[src/rtl/stack_monitor_if.sv]
// Register bus between an initiator and the stack monitor: strobe/ack handshake with one wait state.
interface stack_monitor_if;
  logic        stb;
  logic        we;
  logic [1:0]  addr;
  logic [31:0] data_in;
  logic [31:0] data_out;
  logic        ack;

  modport master (output stb, we, addr, data_in, input data_out, ack);
  modport slave  (input stb, we, addr, data_in, output data_out, ack);
endinterface

[src/rtl/stack_monitor.sv]
// Stack pointer watchdog: tracks the lowest SP seen and raises sticky overflow/warning flags
// when the registered SP drops strictly below programmable LIMIT/WARN thresholds.
module stack_monitor #(
  parameter logic [31:0] LIMIT_INIT = 32'h0000_0000,
  parameter logic [31:0] WARN_INIT  = 32'h0000_0000
) (
  input  logic        clk,
  input  logic        rst,
  stack_monitor_if.slave bus,
  input  logic [31:0] spx,
  output logic        trap,
  output logic        warn
);

  localparam logic [1:0] A_CTRL  = 2'd0;
  localparam logic [1:0] A_LIMIT = 2'd1;
  localparam logic [1:0] A_HWM   = 2'd2;
  localparam logic [1:0] A_WARN  = 2'd3;

  logic        stb_seen_q;
  logic        ack_q, ack_d;
  logic [31:0] dout_q, dout_d;
  logic        enable_q, enable_d;
  logic        trap_en_q, trap_en_d;
  logic        ovf_q, ovf_d;
  logic        wrn_q, wrn_d;
  logic [31:0] limit_q, limit_d;
  logic [31:0] warn_q, warn_d;
  logic [31:0] hwm_q, hwm_d;
  logic [31:0] spx_q;
  logic        take, wr;
  logic [31:0] rdata;

  always_comb begin
    // One transfer per strobe assertion: only a rising stb is accepted.
    take      = bus.stb & ~stb_seen_q;
    wr        = take & bus.we;
    rdata     = 32'h0;
    enable_d  = enable_q;
    trap_en_d = trap_en_q;
    limit_d   = limit_q;
    warn_d    = warn_q;
    hwm_d     = hwm_q;
    ovf_d     = ovf_q;
    wrn_d     = wrn_q;

    case (bus.addr)
      A_CTRL:  rdata = {28'h0, wrn_q, ovf_q, trap_en_q, enable_q};
      A_LIMIT: rdata = limit_q;
      A_HWM:   rdata = hwm_q;
      default: rdata = warn_q;
    endcase

    if (wr) begin
      case (bus.addr)
        A_CTRL: begin
          enable_d  = bus.data_in[0];
          trap_en_d = bus.data_in[1];
          if (bus.data_in[2]) ovf_d = 1'b0;
          if (bus.data_in[3]) wrn_d = 1'b0;
        end
        A_LIMIT: limit_d = bus.data_in;
        A_WARN:  warn_d  = bus.data_in;
        default: ;
      endcase
    end

    // Set after clear so a coincident set condition wins over write-1-to-clear.
    if (enable_q && (spx_q < limit_q)) ovf_d = 1'b1;
    if (enable_q && (spx_q < warn_q))  wrn_d = 1'b1;

    if (wr && (bus.addr == A_HWM))          hwm_d = 32'hFFFF_FFFF;
    else if (enable_q && (spx_q < hwm_q))   hwm_d = spx_q;

    ack_d  = take;
    dout_d = take ? rdata : 32'h0;
  end

  always_ff @(posedge clk or negedge rst) begin
    if (!rst) begin
      stb_seen_q <= 1'b0;
      ack_q      <= 1'b0;
      dout_q     <= 32'h0;
      enable_q   <= 1'b0;
      trap_en_q  <= 1'b0;
      ovf_q      <= 1'b0;
      wrn_q      <= 1'b0;
      limit_q    <= LIMIT_INIT;
      warn_q     <= WARN_INIT;
      hwm_q      <= 32'hFFFF_FFFF;
      spx_q      <= 32'hFFFF_FFFF;
    end else begin
      stb_seen_q <= bus.stb;
      ack_q      <= ack_d;
      dout_q     <= dout_d;
      enable_q   <= enable_d;
      trap_en_q  <= trap_en_d;
      ovf_q      <= ovf_d;
      wrn_q      <= wrn_d;
      limit_q    <= limit_d;
      warn_q     <= warn_d;
      hwm_q      <= hwm_d;
      spx_q      <= spx;
    end
  end

  assign bus.ack      = ack_q;
  assign bus.data_out = dout_q;
  assign trap         = ovf_q & trap_en_q;
  assign warn         = wrn_q;

endmodule

[src/flat_wrapper.sv]
// flat-port wrapper written by rule: the top's interface ports become plain ports
module stack_monitor_flat 
#(
  parameter logic [31:0] LIMIT_INIT = 32'h0000_0000,
  parameter logic [31:0] WARN_INIT  = 32'h0000_0000
)
  (clk, rst, spx, trap, warn, bus_stb, bus_we, bus_addr, bus_data_in, bus_data_out, bus_ack);
  stack_monitor_if bus_i ();
  input  logic clk;
  input  logic rst;
  input  logic [31:0] spx;
  output logic trap;
  output logic warn;
  input wire logic [$bits(bus_i.stb)-1:0] bus_stb;
  input wire logic [$bits(bus_i.we)-1:0] bus_we;
  input wire logic [$bits(bus_i.addr)-1:0] bus_addr;
  input wire logic [$bits(bus_i.data_in)-1:0] bus_data_in;
  output wire logic [$bits(bus_i.data_out)-1:0] bus_data_out;
  output wire logic [$bits(bus_i.ack)-1:0] bus_ack;
  assign bus_i.stb = bus_stb;
  assign bus_i.we = bus_we;
  assign bus_i.addr = bus_addr;
  assign bus_i.data_in = bus_data_in;
  assign bus_data_out = bus_i.data_out;
  assign bus_ack = bus_i.ack;
  stack_monitor #(.LIMIT_INIT(LIMIT_INIT), .WARN_INIT(WARN_INIT)) u_core (.clk(clk), .rst(rst), .bus(bus_i), .spx(spx), .trap(trap), .warn(warn));
endmodule
[config.mk]
export PLATFORM = sky130hd
export DESIGN_NAME = stack_monitor_flat
export DESIGN_NICKNAME = d
export VERILOG_FILES = /design/src/rtl/stack_monitor_if.sv /design/src/rtl/stack_monitor.sv /design/src/flat_wrapper.sv
export SDC_FILE = /design/constraint.sdc
export NUM_CORES = 1
export LEC_CHECK = 0
export BUFFER_PORTS_ARGS = -buffer_cell sky130_fd_sc_hd__buf_2
export CELL_PAD_IN_SITES_DETAIL_PLACEMENT = 0
export CELL_PAD_IN_SITES_GLOBAL_PLACEMENT = 1
export CORE_AREA = 2 2 134 136
export CTS_BUF_LIST = sky130_fd_sc_hd__clkbuf_4 sky130_fd_sc_hd__clkbuf_8
export DETAILED_ROUTE_END_ITERATION = 10
export DIE_AREA = 0 0 136 138
export GPL_ROUTABILITY_DRIVEN = 0
export MAX_ROUTING_LAYER = met4
export PLACE_DENSITY = 0.95
export SETUP_SLACK_MARGIN = 0.05
export SLEW_MARGIN = 30
export SYNTH_ARGS = -nofsm -noshare
export SYNTH_HDL_FRONTEND = slang
export SYNTH_SLANG_ARGS = --single-unit
[constraint.sdc]
create_clock -name clk -period 7.45 [get_ports clk]
set_clock_uncertainty 0.15 [all_clocks]
set_input_delay 1.49 -clock clk [delete_from_list [all_inputs] [get_ports clk]]
set_output_delay 1.49 -clock clk [all_outputs]
set_load 0.005 [all_outputs]
# --- Yosys cells after proc, flatten, opt, wreduce, memory -nomap -nowiden ---
# Cells that the tools add are included.
# W data, S select, Z words.
op_classes:
  n_lt_le_gt_ge: 3
  eq_ne: 3
  n_bitwise: 4
  n_mux: 12
  reduce_logical: 17
op_table:
  columns: ["op", "count"]
  rows:
  - ["$lt A32 B32 Y1", 3]
  - ["$mux W32", 3]
  - ["$pmux W32 S3", 1]
  - ["$reduce_bool A2 Y1", 7]
  - ["$mux W1", 8]
  - ["$reduce_and A2 Y1", 3]
  - ["$reduce_and A3 Y1", 2]
  - ["$eq A2 B2 Y1 const B", 2]
  - ["$logic_and A1 B1 Y1", 4]
  - ["$and A1 B1 Y1", 3]
  - ["$eq A2 B1 Y1 const B", 1]
  - ["$logic_not A2 Y1", 1]
  - ["$not A1 Y1", 1]
word_totals:
  inputBits: 70
  ff_bits: 166
  wordCells: 50

# --- Longest topological paths before layout ---
# Gate-level depths: netlist of run 1.
logic_depth:
  word_depth: 5
  mapped_depth: 9
  depth_no_buf: 8

# --- Least setup slack after synthesis of run 1 ---
# No wires, ideal clock.
synth_timing:
  path_kind: "input to register"
  from: "input port bus_addr[1]"
  to: "register u_core.limit_q[18]"
  n_path_buf: 2
  required_time_ns: 7.175
  slack_ns: 4.483
  arrival_time_ns: 2.692
  cell_stages: 5
  cell_sequence: "clkbuf_1 -> nor2_1 -> nand2_1 -> buf_1 -> mux2_2"
synth_via:
  elab_chain_len: 2
synth_lines:
  columns: ["element", "line", "rtl"]
  rows:
  - ["start, declared", "flat_wrapper.sv:16", "input wire logic [$bits(bus_i.addr)-1:0] bus_addr;"]
  - ["$eq A2 B1 Y1", "stack_monitor.sv:55", "case (bus.addr)"]
  - ["$reduce_and A2 Y1 (no source line)", null, null]
  - ["end signal, assigned", "stack_monitor.sv:100", "limit_q <= limit_d;"]
  - ["end, declared", "stack_monitor.sv:27", "logic [31:0] limit_q, limit_d;"]
# Every way passes these cells.
# A chain may end at the register's enable or synchronous reset.

# --- Final worst setup path of run 1 ---
layout_timing:
  from: "register u_core.hwm_q[29]"
  to: "register u_core.hwm_q[23]"
layout_via:
  elab_chain_len: 3
layout_lines:
  columns: ["element", "line", "rtl"]
  rows:
  - ["start, declared", "stack_monitor.sv:29", "logic [31:0] hwm_q, hwm_d;"]
  - ["start signal, assigned", "stack_monitor.sv:102", "hwm_q <= hwm_d;"]
  - ["$lt A32 B32 Y1", "stack_monitor.sv:73", "else if (enable_q && (spx_q < hwm_q)) hwm_d = spx_q;"]
  - ["$logic_and A1 B1 Y1", "stack_monitor.sv:73", null]
  - ["$reduce_bool A2 Y1 (no source line)", null, null]
# Every way passes these cells.

==> impl_metrics.toml, run 1 <==
[route]
drt_iter0_markers = 407
num_vias = 6145
wl_per_cell_um = 16.5
totalWireLength_mm = 19.2
antenna_left = 0
drc = 0
dr.pass1.iters = 5
viasPerCell = 5.28

[power]
p_leak_nw = 4.93
irDropWorstVdd_uv = 150
p_per_area_nw_per_um2 = 291

[setup_path]
startpoint_type = "register"
slowest_stage = "a211oi_4"
path_class = "register to register"
crit_path_end_kind = "register"
cp.required_ps = 7700
rr_worst_depth = 9
cp.arrival_ps = 3780
r2r_end = "u_core.hwm_q[23]"
critPathBufInv = 2
critPathMaxStageDelay_ps = 750
timing.reg2reg.setup_slack_ps = 3920
r2r-start = "u_core.hwm_q[29]"
crit_fanout = 23
cp_top_family = "compound AO/OA/AOI/OAI gates"
crit_chain = "inv_1 -> ha_1 -> a21oi_1 -> nor2_1 -> a2111oi_2 -> nand4_1 -> a211oi_4 -> buf_4 -> mux2i_1"

[yosys]
avgSynthCellArea_sq_um = 10.7
synth_area_sq_um = 8820
synth_top_area_cell = "dfrtp_1"
seq_area_frac_synth = 0.480
ys_types = 51
synth_edf_count = 0
syn_inst = 824
ys_seq_elements = 166
synth.top_cell.area_share = 0.289
synth_nets = 987
synth_top_flop_cell = "dfrtp_1"
async_flop_share = 1.00
synth_area_leaders = "dfrtp_1, dfstp_2, ha_1"
synth_warnings = 0

[die]
die-height_um = 138
fp.coreArea_sq_um = 17500
initial_utilization = 0.503
io_pins = 105
rows = 49
die_area_sq_um = 18800
dieWidth_um = 136

[run_status]
status = "completed"

[global_routing]
grt_usage = 0.222
grt_pass1_vias = 6185
grt_max_degree = 110
grt_pass1_wl_mm = 31.2
grt_overflow = 0
antenna_found_initial = 0

[cts]
clk_pin_slew_ps = 90
cts_resized = 0
cts_tree = "built"
clockBufferDepth = 2
htreeDepth = 4
cts.sinks = 166
cts_setup_buffers = 0
postCtsHoldBufs = 0
clock_latency_ps = 470
root_buffer = "clkbuf_8"
cts_buffers = 17

[final_layout]
n_fill_cell = 1524
drive_gt1_frac = 0.288
final_common_cell = "nor2_1"
synthToLayoutAreaGrowth_pct = 13.0
antenna_cells = 0
multi_input_area_sq_um = 4070
final_cell_mix = "nor2_1, buf_2, dfrtp_1, inv_1, ha_1"
nNetsFinal = 1085
seqCellArea_sq_um = 4230
final_cell_count_no_fill = 1164

[timing]
setup_viol = 0
worstMarginPinSlew_ps = 891
slew_violations = 0
max_freq_mhz = 283
finalCritPeriodShare = 0.474
hold_viol_final = 0
grt_setup_unrepaired = "false"
min_period_ps = 3530
timing.slew.headroom = 0.406
finalSetupTns_ps = 0

[place]
portBuffers = 104
place_inst = 1132
dpl.hpwl_mm = 13.2

[run]
maxCapViolCount = 0

[hold_path]
worstHoldEndpoint = "u_core.limit_q[2]"
hold_path_class = "register to register"
min_path_cells = 1
hp-start = "u_core.limit_q[2]"
-- metal layers --
layer  wire [um]  part of all wire  vias to the layer above  global-route usage
met5           0                 0                        -                   -
met2        9130              0.47                      141               0.344
met4         291             0.015                        0              0.0636
met1        8980              0.47                     2975               0.299
met3         821             0.043                       23              0.0403
li1            -                 -                     3006                   -
-- final cells by class --
cell class | instances | share of cell area
well taps | 229 | 0.0288
inverters | 95 | 0.0358
repair buffers | 112 | 0.0592
multi-input cells | 530 | 0.409
flip-flops and latches | 166 | 0.425
clock inverters | 11 | 0.0152
clock buffers | 21 | 0.0271
-- flip-flops by register name, indices dropped and copies added (netlist names) --
name                 count
u_core.limit_q          32
u_core.warn_q           32
u_core.spx_q            32
u_core.stb_seen_q        1
u_core.hwm_q            32
u_core.trap_en_q         1
u_core.enable_q          1
u_core.bus.ack           1
u_core.ovf_q             1
u_core.bus.data_out     32
u_core.warn              1
-- power by group --
part / switching [mW] / total [mW] / internal [mW]
Combinational: 0.488 / 0.914 / 0.425
Clock: 0.333 / 0.686 / 0.352
Sequential: 0.130 / 1.30 / 1.17
-- through the flow --
step                total power, mW  hold WS, ps  cell area (sq um)   util  worst slack (ps)
CTS                            2.91          379               9960  0.568              3900
detailed placement             2.22          360               9540  0.544              3820
global route                   3.11          395               9960  0.568              3720
global placement               2.18          348               9540  0.544              3880
finish                         2.90          375               9960  0.568              3920
floorplan                      1.98          300               8820      -              4480
-- how the worst max path moves through the flow --
stage	from	to	cells past startpoint
finish	u_core.hwm_q[29]	u_core.hwm_q[23]	9
floorplan	bus_addr[1]	u_core.limit_q[18]	5
detailed placement	bus_stb	u_core.limit_q[28]	9
CTS	u_core.hwm_q[29]	u_core.hwm_q[23]	9
global route	u_core.hwm_q[29]	u_core.hwm_q[22]	9
global placement	bus_stb	u_core.limit_q[19]	9
-- kinds of logic after synthesis --
logic type | after synthesis | synth area share
muxes | 101 | 0.130
adders and majority gates | 93 | 0.132
buffers and inverters | 128 | 0.0587
DFF | 166 | 0.480
and+or+nand+nor | 204 | 0.100
AOI/OAI and AO/OA | 132 | 0.0995
-- cells in the mapped netlist (3+ instances only) --
library cell  count
mux2_1           17
nand2b_1          3
nand3_1           3
nand4_1          11
mux4_2            4
mux2i_1          32
buf_2             3
buf_1            10
a21oi_1          26
and2_1            6
dfrtp_1         102
nor2b_1           4
a22oi_1          28
nor2_1          107
clkbuf_1         17
buf_8             3
mux2_2           48
inv_1            95
nand2_1          55
o21ai_0          39
ha_1             93
and4_1            4
dfstp_2          64
nor3_1            5
a21o_1           14
No activity file was read; power rests on OpenSTA's default activity.
==> run 2: changes to the inputs <==
--- a/config.mk
+++ b/config.mk
@@ -8,13 +8,13 @@
 export BUFFER_PORTS_ARGS = -buffer_cell sky130_fd_sc_hd__buf_2
 export CELL_PAD_IN_SITES_DETAIL_PLACEMENT = 0
 export CELL_PAD_IN_SITES_GLOBAL_PLACEMENT = 1
-export CORE_AREA = 2 2 134 136
+export CORE_AREA = 2 2 147 149
 export CTS_BUF_LIST = sky130_fd_sc_hd__clkbuf_4 sky130_fd_sc_hd__clkbuf_8
 export DETAILED_ROUTE_END_ITERATION = 10
-export DIE_AREA = 0 0 136 138
+export DIE_AREA = 0 0 149 151
 export GPL_ROUTABILITY_DRIVEN = 0
 export MAX_ROUTING_LAYER = met4
-export PLACE_DENSITY = 0.95
+export PLACE_DENSITY = 0.89
 export SETUP_SLACK_MARGIN = 0.05
 export SLEW_MARGIN = 30
 export SYNTH_ARGS = -nofsm -noshare
==> constraint.sdc (replaced) <==
create_clock -name clk -period 3.2 [get_ports clk]
set_clock_uncertainty 0.15 [all_clocks]
set_input_delay 0.64 -clock clk [delete_from_list [all_inputs] [get_ports clk]]
set_output_delay 0.64 -clock clk [all_outputs]
set_load 0.005 [all_outputs]
==> impl_metrics.toml, run 2 (synthesis results as in run 1) <==
[hold_path]
hold_path_class = "primary input to asynchronous set/reset pin"

[die]
die-height_um = 151
fp.coreArea_sq_um = 20800
die_area_sq_um = 22500
initial_utilization = 0.423
dieWidth_um = 149
rows = 53
io_pins = 105

[route]
num_vias = 6174
drc = 0
wl_per_cell_um = 16.8
viasPerCell = 5.08
dr.pass1.iters = 5
drt_iter0_markers = 286
totalWireLength_mm = 20.4
antenna_left = 0

[timing]
grt_setup_unrepaired = "false"
setup_viol = 0
hold_viol_final = 0
finalSetupTns_ps = 0
finalCritPeriodShare = 0.850
timing.slew.headroom = 0.532
whs_ps = 27.0
min_period_ps = 2720
worstMarginPinSlew_ps = 702
slew_violations = 0
max_freq_mhz = 368

[setup_path]
cp.arrival_ps = 2960
critPathMaxStageDelay_ps = 540
crit_chain = "inv_1 -> ha_1 -> a21oi_1 -> o21ai_1 -> a221oi_1 -> nor2_1 -> a211oi_4 -> buf_4 -> mux2i_1"
slowest_stage = "dfstp_2"
crit_path_end_kind = "register"
startpoint_type = "register"
path_class = "register to register"
cp_top_family = "compound AO/OA/AOI/OAI gates"
critPathBufInv = 2
crit_fanout = 19
cp.required_ps = 3440

[global_routing]
grt_overflow = 0
grt_pass1_wl_mm = 33.3
grt_usage = 0.196
grt_pass1_vias = 6389
met1_usage = 0.260
grt_util_met3 = 0.0313
busiest_layer = "met2"
grt_use_met2 = 0.317
grt_max_degree = 73
antenna_found_initial = 0

[power]
intPower_mw = 4.61
pwr-share-seq = 0.443
p_leak_nw = 4.99
irDropWorstVdd_uv = 337
pwr-share-clk = 0.246
swShare = 0.327
switching_power_mw = 2.24
power_frac_comb = 0.311
p_per_area_nw_per_um2 = 677

[cts]
cts_tree = "built"
clk_pin_slew_ps = 100
clockBufferDepth = 2
cts.sinks = 166
cts_setup_buffers = 0
clock_latency_ps = 470
htreeDepth = 4
root_buffer = "clkbuf_8"
cts_buffers = 17
postCtsHoldBufs = 0
cts_resized = 0

[final_layout]
final_cell_mix = "nor2_1, buf_2, dfrtp_1, inv_1, ha_1"
multi_input_area_sq_um = 4070
antenna_cells = 0
seqCellArea_sq_um = 4230
nNetsFinal = 1090
n_fill_cell = 1921
drive_gt1_frac = 0.291
final_common_cell = "nor2_1"
synthToLayoutAreaGrowth_pct = 14.8

[run]
maxCapViolCount = 0

[place]
portBuffers = 104
dpl.hpwl_mm = 14.5

[run_status]
status = "completed"
-- run 2: layout make-up --
class                           instances  share of cell area
Clock buffer                           20              0.0260
Clock inverter                         12              0.0174
Inverter                               95              0.0352
Multi-Input combinational cell        530               0.402
Sequential cell                       166               0.418
Tap cell                              275              0.0340
Timing Repair Buffer                  117              0.0666
-- run 2: final timing paths --
| kind | to | from | cells after the start | slack (ps) |
|---|---|---|---|---|
| min in group clk | u_core.spx_q[28] | spx[28] | 1 | 100 |
| worst min-delay path | u_core.bus.data_out[29] | rst | 1 | 30 |
| worst max-delay path | u_core.hwm_q[1] | u_core.hwm_q[9] | 9 | 480 |
| worst min register to register | u_core.limit_q[16] | u_core.limit_q[16] | 1 | 370 |
| worst max register to register | u_core.hwm_q[1] | u_core.hwm_q[9] | 9 | 480 |
| max in group asynchronous | u_core.spx_q[15] | rst | 2 | 2050 |
-- run 2: layer usage --
layer,wire length (um),share of wire,vias to the layer above
li1,-,-,3015
met1,9720,0.48,3032
met2,9740,0.48,113
met3,692,0.034,14
met4,207,0.010,0
met5,0,0,-
-- run 2: power groups by stage --
| stage | logic, mW | clock network (mW) | registers (mW) |
|---|---|---|---|
| 6_report | 2.13 | 1.68 | 3.04 |
| 5_1_grt | 2.44 | 1.81 | 3.10 |
| 4_1_cts | 2.15 | 1.73 | 3.03 |
| 3_5_place_dp | 2.13 | 0 | 3.07 |
| 3_3_place_gp | 2.07 | 0 | 3.05 |
| 2_1_floorplan | 1.65 | 0 | 2.97 |
-- run 2: stage by stage --
step / instance area (sq um) / utilization / instances / setup WS, ps / total power, mW
5_1_grt: 10100 / 0.486 / 1215 / 316 / 7.35
3_5_place_dp: 9680 / 0.465 / 1183 / 516 / 5.20
2_1_floorplan: 8820 / - / 824 / 740 / 4.61
6_report: 10100 / 0.486 / 1215 / 481 / 6.85
4_1_cts: 10100 / 0.486 / 1215 / 469 / 6.91
3_3_place_gp: 9680 / 0.465 / 1183 / 591 / 5.11
